`config.mk`:
```
export PLATFORM = sky130hd
export DESIGN_NAME = fpa_operand_gen
export DESIGN_NICKNAME = d
export VERILOG_FILES = /design/src/rtl/fpa_operand_gen.sv
export SDC_FILE = /design/constraint.sdc
export NUM_CORES = 1
export LEC_CHECK = 0
export CAP_MARGIN = 5
export CORE_MARGIN = 2
export CORE_UTILIZATION = 49
export CTS_CLUSTER_DIAMETER = 150
export CTS_CLUSTER_SIZE = 16
export DETAILED_ROUTE_END_ITERATION = 16
export GPL_ROUTABILITY_DRIVEN = 0
export PLACE_DENSITY = 0.87
export SYNTH_ARGS = -nofsm -noshare
export SYNTH_HDL_FRONTEND = slang
export SYNTH_SLANG_ARGS = --single-unit
```
`constraint.sdc`:
```
create_clock -name clk -period 2.9 [get_ports clk]
set_input_delay 0.58 -clock clk [delete_from_list [all_inputs] [get_ports clk]]
set_output_delay 0.58 -clock clk [all_outputs]
set_load 0.01 [all_outputs]
```
`src/rtl/fpa_operand_gen.sv`:
```
// Class-targeted IEEE-754 single operand pair generator feeding the fpa core.
// A follows a latched class, B sweeps ZERO/SUB/NORM/INF/NAN; fields come from two Galois LFSRs.
module fpa_operand_gen #(
  parameter logic [31:0] SEED    = 32'hACE1_2345,
  parameter int unsigned COUNT_W = 16
) (
  input  logic               clk,
  input  logic               rst_n,
  input  logic               start,
  input  logic [2:0]         class_sel,
  input  logic [COUNT_W-1:0] num_pairs,
  output logic               out_valid,
  input  logic               out_ready,
  output logic [31:0]        number_A,
  output logic [31:0]        number_B,
  output logic [COUNT_W-1:0] pair_idx,
  output logic               busy,
  output logic               done
);

  localparam logic [31:0] SEED_B   = SEED ^ 32'h5A5A_5A5A;
  localparam logic [31:0] LFSR_TAP = 32'h8020_0003;

  typedef enum logic [1:0] {
    S_IDLE,
    S_GEN,
    S_DONE
  } state_t;

  typedef enum logic [2:0] {
    C_ZERO = 3'd0,
    C_INF  = 3'd1,
    C_NAN  = 3'd2,
    C_SUB  = 3'd3,
    C_NORM = 3'd4
  } cls_t;

  state_t               state_q, state_d;
  logic [2:0]           cls_q, cls_d;
  logic [COUNT_W-1:0]   npairs_q, npairs_d;
  logic [COUNT_W-1:0]   idx_q, idx_d;
  logic [31:0]          lfsr_a_q, lfsr_a_d;
  logic [31:0]          lfsr_b_q, lfsr_b_d;
  logic [2:0]           b_cls_q, b_cls_d;
  logic [31:0]          num_a_q, num_a_d;
  logic [31:0]          num_b_q, num_b_d;

  logic [31:0]          lfsr_a_step;
  logic [31:0]          lfsr_b_step;
  logic [2:0]           b_cls_nxt;
  logic                 last_pair;

  function automatic logic [31:0] lfsr_next(input logic [31:0] w);
    lfsr_next = (w >> 1) ^ (w[0] ? LFSR_TAP : 32'h0);
  endfunction

  // B sweep order differs from the class_sel encoding.
  function automatic logic [2:0] b_class(input logic [2:0] idx);
    case (idx)
      3'd0:    b_class = C_ZERO;
      3'd1:    b_class = C_SUB;
      3'd2:    b_class = C_NORM;
      3'd3:    b_class = C_INF;
      default: b_class = C_NAN;
    endcase
  endfunction

  function automatic logic [31:0] shape(input logic [2:0] cls, input logic [31:0] w);
    logic        s;
    logic [7:0]  e;
    logic [22:0] m;
    logic [22:0] m_nz;
    s    = w[31];
    e    = w[30:23];
    m    = w[22:0];
    m_nz = (m == '0) ? 23'd1 : m;
    case (cls)
      C_ZERO:  shape = {s, 8'h00, 23'd0};
      C_INF:   shape = {s, 8'hFF, 23'd0};
      C_NAN:   shape = {s, 8'hFF, m_nz};
      C_SUB:   shape = {s, 8'h00, m_nz};
      default: begin
        if (e == 8'h00)      shape = {s, 8'h01, m};
        else if (e == 8'hFF) shape = {s, 8'hFE, m};
        else                 shape = {s, e, m};
      end
    endcase
  endfunction

  always_ff @(posedge clk) begin
    if (!rst_n) begin
      state_q  <= S_IDLE;
      cls_q    <= '0;
      npairs_q <= '0;
      idx_q    <= '0;
      lfsr_a_q <= SEED;
      lfsr_b_q <= SEED_B;
      b_cls_q  <= '0;
      num_a_q  <= '0;
      num_b_q  <= '0;
    end else begin
      state_q  <= state_d;
      cls_q    <= cls_d;
      npairs_q <= npairs_d;
      idx_q    <= idx_d;
      lfsr_a_q <= lfsr_a_d;
      lfsr_b_q <= lfsr_b_d;
      b_cls_q  <= b_cls_d;
      num_a_q  <= num_a_d;
      num_b_q  <= num_b_d;
    end
  end

  always_comb begin
    state_d     = state_q;
    cls_d       = cls_q;
    npairs_d    = npairs_q;
    idx_d       = idx_q;
    lfsr_a_d    = lfsr_a_q;
    lfsr_b_d    = lfsr_b_q;
    b_cls_d     = b_cls_q;
    num_a_d     = num_a_q;
    num_b_d     = num_b_q;
    lfsr_a_step = lfsr_next(lfsr_a_q);
    lfsr_b_step = lfsr_next(lfsr_b_q);
    b_cls_nxt   = (b_cls_q == 3'd4) ? 3'd0 : b_cls_q + 3'd1;
    last_pair   = (idx_q == npairs_q - 1'b1);

    case (state_q)
      S_IDLE: begin
        if (start) begin
          if (class_sel <= 3'd4 && num_pairs != '0) begin
            state_d  = S_GEN;
            cls_d    = class_sel;
            npairs_d = num_pairs;
            idx_d    = '0;
            lfsr_a_d = SEED;
            lfsr_b_d = SEED_B;
            b_cls_d  = '0;
            num_a_d  = shape(class_sel, SEED);
            num_b_d  = shape(b_class(3'd0), SEED_B);
          end else begin
            state_d = S_DONE;
          end
        end
      end
      S_GEN: begin
        if (out_ready) begin
          // LFSRs and the B class step on every handshake; the last pair stays on the outputs.
          lfsr_a_d = lfsr_a_step;
          lfsr_b_d = lfsr_b_step;
          b_cls_d  = b_cls_nxt;
          if (last_pair) begin
            state_d = S_DONE;
          end else begin
            idx_d   = idx_q + 1'b1;
            num_a_d = shape(cls_q, lfsr_a_step);
            num_b_d = shape(b_class(b_cls_nxt), lfsr_b_step);
          end
        end
      end
      S_DONE:  state_d = S_IDLE;
      default: state_d = S_IDLE;
    endcase
  end

  assign out_valid = (state_q == S_GEN);
  assign busy      = (state_q == S_GEN);
  assign done      = (state_q == S_DONE);
  assign number_A  = num_a_q;
  assign number_B  = num_b_q;
  assign pair_idx  = idx_q;

endmodule

```
# After elaboration in Yosys (flattened, before gate mapping)

Index checks and enable logic that the tools add are counted.

Register bits: 168
Input bits: 23
Output and inout port bits: 83
Logic and storage cells: 102

Add/sub/neg operators: 3
Order comparisons: 1
Equality and inequality tests: 23
Multiplexer cells: 48
Bitwise operators: 2
Reductions and logical operators: 16

Operators by type and width:

| kind                                                | count |
|---|---|
| 2-to-1 mux 32 bit                                   | 16 |
| case mux 31 bit (4 select lines)                    | 3 |
| case mux 32 bit (2 select lines)                    | 4 |
| 2-to-1 mux 31 bit                                   | 4 |
| 2-to-1 mux 16 bit                                   | 4 |
| bitwise XOR 31 x 32 -> 32 bit                       | 2 |
| logical NOT 23 bit                                  | 2 |
| 2-to-1 mux 23 bit                                   | 2 |
| case mux 16 bit (2 select lines)                    | 1 |
| equality test 3 x 2 -> 1 bit, second input constant | 8 |
| 2-to-1 mux 3 bit                                    | 7 |
| adder 16 x 1 -> 16 bit, second input constant       | 1 |
| equality test 16 bit                                | 1 |
| equality test 8 bit, second input constant          | 2 |
| logical NOT 8 bit                                   | 2 |
| nonzero test 16 bit                                 | 1 |
| subtractor 16 x 1 -> 16 bit, second input constant  | 1 |
| equality test 3 x 1 -> 1 bit, second input constant | 4 |
| logical NOT 3 bit                                   | 4 |
| case mux 3 bit (4 select lines)                     | 1 |
| 2-to-1 mux 2 bit                                    | 4 |
| != test 2 bit, second input constant                | 4 |
| case mux 3 bit (2 select lines)                     | 1 |
| AND reduction 3 bit                                 | 2 |
| 12 further kinds                                    | 12 |

# Longest topological paths before layout

Depth after elaboration: 12
Depth in mapped cells: 12
Mapped depth without buffers: 10

# Worst setup path after synthesis

No wires, ideal clock.

Kind: reg-to-reg
Start point: register npairs_q[4]
End point: register num_b_q[10] (netlist: number_B[10])
Arrival: 3.004 ns
Required time: 2.840 ns
Setup slack: -0.163 ns
Stages on the path, launching flop included: 11
Buffers on the path: 2
Period minus slack after synthesis: 3.063 ns
Cell sequence: dfxtp_1 nor4_1 nand4_1 xnor2_1 a2111o_1 or4_4 o31ai_4 and2_1 buf_4 buf_6 a22o_1

Word-level cells in the longest chain between the ends: 4

Ends and longest elaborated chain:

| item                                 | line | RTL |
|---|---|---|
| from (decl)                          | 40   | `logic [COUNT_W-1:0] npairs_q, npairs_d;` |
| from (signal assigned)               | 104  | `npairs_q <= npairs_d;` |
| subtractor 16 x 1 -> 16 bit          | 127  | `last_pair = (idx_q == npairs_q - 1'b1);` |
| equality test 16 bit                 | 127  |  |
| != test 2 bit (no source line)       | -    |  |
| AND reduction 5 bit (no source line) | -    |  |
| to (signal assigned)                 | 110  | `num_b_q <= num_b_d;` |
| to (decl)                            | 46   | `logic [31:0] num_b_q, num_b_d;` |

No other way between the ends.
A chain may end at the register's enable or synchronous reset.

# Worst setup path in the final report

Start point: register npairs_q[1]
End point: register idx_q[7] (netlist: pair_idx[7])

Word-level cells in the longest chain between the ends: 4

Ends and longest elaborated chain:

| item                                 | line | RTL |
|---|---|---|
| subtractor 16 x 1 -> 16 bit          | 127  |  |
| equality test 16 bit                 | 127  |  |
| != test 2 bit (no source line)       | -    |  |
| AND reduction 5 bit (no source line) | -    |  |
| to (signal assigned)                 | 105  | `idx_q <= idx_d;` |
| to (decl)                            | 41   | `logic [COUNT_W-1:0] idx_q, idx_d;` |

No other way between the ends.

==> results.toml <==
[min_path]
min-delay-path-class = "flop to flop"
hold_path_startpoint = "number_A[11]$_SDFFE_PN0P_"
hold_end = "number_A[11]$_SDFFE_PN0P_"
min_path_cells = 2

[job]
maxCapViolations = 0

[cts]
clock_tree.root_cell = "clkbuf_16"
tritoncts.num_buffers = 17
cts.htree.levels = 4
cts.clk_slew.worst_paths_ps = 70
bufs_on_longest_clock_path = 2
clock_sink_count = 168
tritoncts_clock_tree = "built"
later_pin_clock_latency_in_the_skew_report_ps = 440
ctsHoldBuffers = 0

[worst_setup_path]
depth_of_the_worst_register_to_register_path = 10
critical_path.reg2reg.endpoint = "pair_idx[7]$_SDFFE_PN0P_"
worst_setup_path_end_kind = "flop"
crit_fanout = 7
cp_cell_sequence = "or4_4, o41ai_2, a21oi_1, a2111o_1, or4_4, o31ai_4, buf_6, buf_12, o21ai_0, a21oi_1"
critical_path.max_stage_delay_ps = 520
worst_path_top_cell_family_by_delay = "compound AO/OA/AOI/OAI gates"
cp_data_required_time_ps = 3260
worst_setup_path_start_kind = "flop"
cp.arrival_ps = 3340
worst_path_max_delay_cell = "or4_4"
regToRegStartpoint = "npairs_q[1]$_SDFFE_PN0P_"
cp_num_buf_inv = 2
setup.reg_to_reg.worst_slack_ps = -80
timing.setup.critical_path_class = "flop to flop"

[synthesis]
ys_top_cells_by_area = "dfxtp_1, nor2b_1, nand2_1"
edff_count_synth = 0
synth.top_cell.area_share = 0.4691
yosysTopAreaCell = "dfxtp_1"
ys_types = 55
yosys_most_used_dff = "dfxtp_1"
synth.net_count = 805
post_synth.cell_area_avg_um2 = 9.239
synth-warning-count = 0
postSynth.asyncResetShare = 0
ys_seq_elements = 168
post_synth_inst_count = 776
yosysSeqAreaShare = 0.4691
syn_area_um2 = 7169

[die]
die_y_um = 125.0
die_area_um2 = 15620
fp-row-count = 44
core-area_um2 = 14420
die_x_um = 125.0
floorplan.initialDensity = 0.4971
ios = 106

[place]
postPlaceCellArea_um2 = 8611
dp.final_hpwl_um = 12510
port-buffer-count = 105
dp_worst_setup_slack_ps = -267.6

[global_route]
track_usage = 0.2413
number_of_antenna_violations_at_the_first_check_in_global_routing = 0
first_global_vias = 6309
grt_remaining_overflow = 0
grt_start_max_net_pins = 65
grt_pass1_wl_um = 31090

[sta]
fin_crit_sh = 1.029
rsz0062_at_grt = "true"
finalClockSkew_ps = 13.03
layout_setup_ws_ps = -83.70
timing.final.max_slew_violations = 0
finalHoldViolations = 0
period_needed_ps = 2984
transition_time_at_the_pin_with_the_least_slew_margin_ps = 1029
clock.fmax_mhz = 335.2
setup-tns-final_ps = -2571
final_setup_fails = 69
max-slew-margin-rel = 0.3084

[power]
pwr_density_cell_nw_per_um2 = 594.2
vdd_ir_drop_max_v = 0.0004799
power_leakage_nw = 3.746
post_layout_power_w = 0.005746

[layout]
fin_util = 0.6705
antenna_cells = 0
layout.cells.most_common = "dfxtp_1"
commonest_cells_after_routing_fill_and_taps_aside = "dfxtp_1, clkdlybuf4s50_1, nand2_1, nor2b_1, buf_4"
n_fill_cell = 1060
layout_cells_sized_above_1 = 0.1590
synthToLayoutAreaGrowth_pct = 34.89
finish.instance_area_um2 = 9671
num-nets-final = 934

[route]
via_count = 6773
final_antenna_net_count = 0
finalWirelength_um = 20600
detail_route.iter0.violations = 685
route.detailed.drc = 0
drt-vias-per-instance = 6.146
routed_wirelength_normalized_by_instance_count_um = 18.69
drt_pre_antenna_iters = 5

[run_status]
run_status = "finished with violations"
violations = "setup timing"
## worst max path at each step
stage                        startpoint                         to  cells after the start
2_1_floorplan  npairs_q[2]$_SDFFE_PN0P_  number_B[10]$_SDFFE_PN0P_                     11
3_3_place_gp               class_sel[0]   number_A[2]$_SDFFE_PN0P_                      7
3_5_place_dp               class_sel[0]  number_A[25]$_SDFFE_PN0P_                      7
4_1_cts        npairs_q[0]$_SDFFE_PN0P_  number_A[29]$_SDFFE_PN0P_                      9
5_1_grt        npairs_q[0]$_SDFFE_PN0P_   number_A[1]$_SDFFE_PN0P_                     12
6_report       npairs_q[1]$_SDFFE_PN0P_   pair_idx[7]$_SDFFE_PN0P_                     10
## worst reg2reg max path, stage by stage (launching register included)
cell,delay [ps]
dfxtp_4,370
or4_4,520
o41ai_2,220
a21oi_1,100
a2111o_1,350
or4_4,480
o31ai_4,270
buf_6,200
buf_12,140
o21ai_0,110
a21oi_1,160
## timing repair
item                       in CTS  in global routing
pin swaps                       0                 39
cloned                          1                  7
resized for setup              11                 68
setup endpoints to repair      70                 82
setup buffers                   3                  4
## power breakdown
part / internal [W] / total, W / switching (W) / leakage, nW
registers: 0.00241 / 0.00252 / 0.000106 / 1.37
logic: 0.000478 / 0.000971 / 0.000493 / 2.10
clock network: 0.00125 / 0.00225 / 0.00100 / 0.283
total: 0.00414 / 0.00575 / 0.00160 / 3.75
## kinds of logic after synthesis
group,synth area share
compound gates,0.2131
xor+xnor,0.03787
fa+ha+maj,0.01047
buf+inv,0.04136
flops,0.4691
mux,0.03072
simple gates,0.1974
## layout make-up
type	count	area (um^2)	share of cell area
sequential	168	3371	0.3486
clock inverter	13	131.4	0.01359
tap	184	230.2	0.02381
clock buffer	19	452.9	0.04684
inverter	9	33.78	0.003493
multi-input combinational	540	3726	0.3853
timing repair buffer	169	1725	0.1784
## Yosys cell counts (all sizes together) (8+ instances only)
cell type and instances:
nor2 20, xor2 17, or3 16, mux2i 22, buf 16, nand4 9, nor2b 53, o211a 16
a211o 14, clkbuf 43, a21oi 21, nand3 45, nor3 15, o21ai 49, o22ai 32, nand2 61
a22o 26, dfxtp 168, nor4 18, inv 8, xnor2 14, a22oi 30
## flip-flops by register name (all words and copies together), names as in the netlist
register,cells
npairs_q,16
number_B,32
b_cls_q,3
state_q,2
lfsr_b_q,32
lfsr_a_q,32
number_A,32
pair_idx,16
cls_q,3
## layer usage
| metal | up-vias | share of wire | track usage |
|---|---|---|---|
| met2 | 313 | 0.49 | 0.3916 |
| li1 | 3128 | - | - |
| met5 | - | 0 | 0 |
| met4 | 0 | 0.025 | 0.07908 |
| met1 | 3287 | 0.41 | 0.3157 |
| met3 | 45 | 0.078 | 0.06247 |
## per-stage QoR
stage	cells	hold slack (ps)
final	1102	468.7
after global routing	1102	480.3
after CTS	1091	477.6
after global placement	1055	458.3
after floorplan	776	466.5
after detailed placement	1055	458.0
Note: power is estimated with default switching activity, not from simulation.
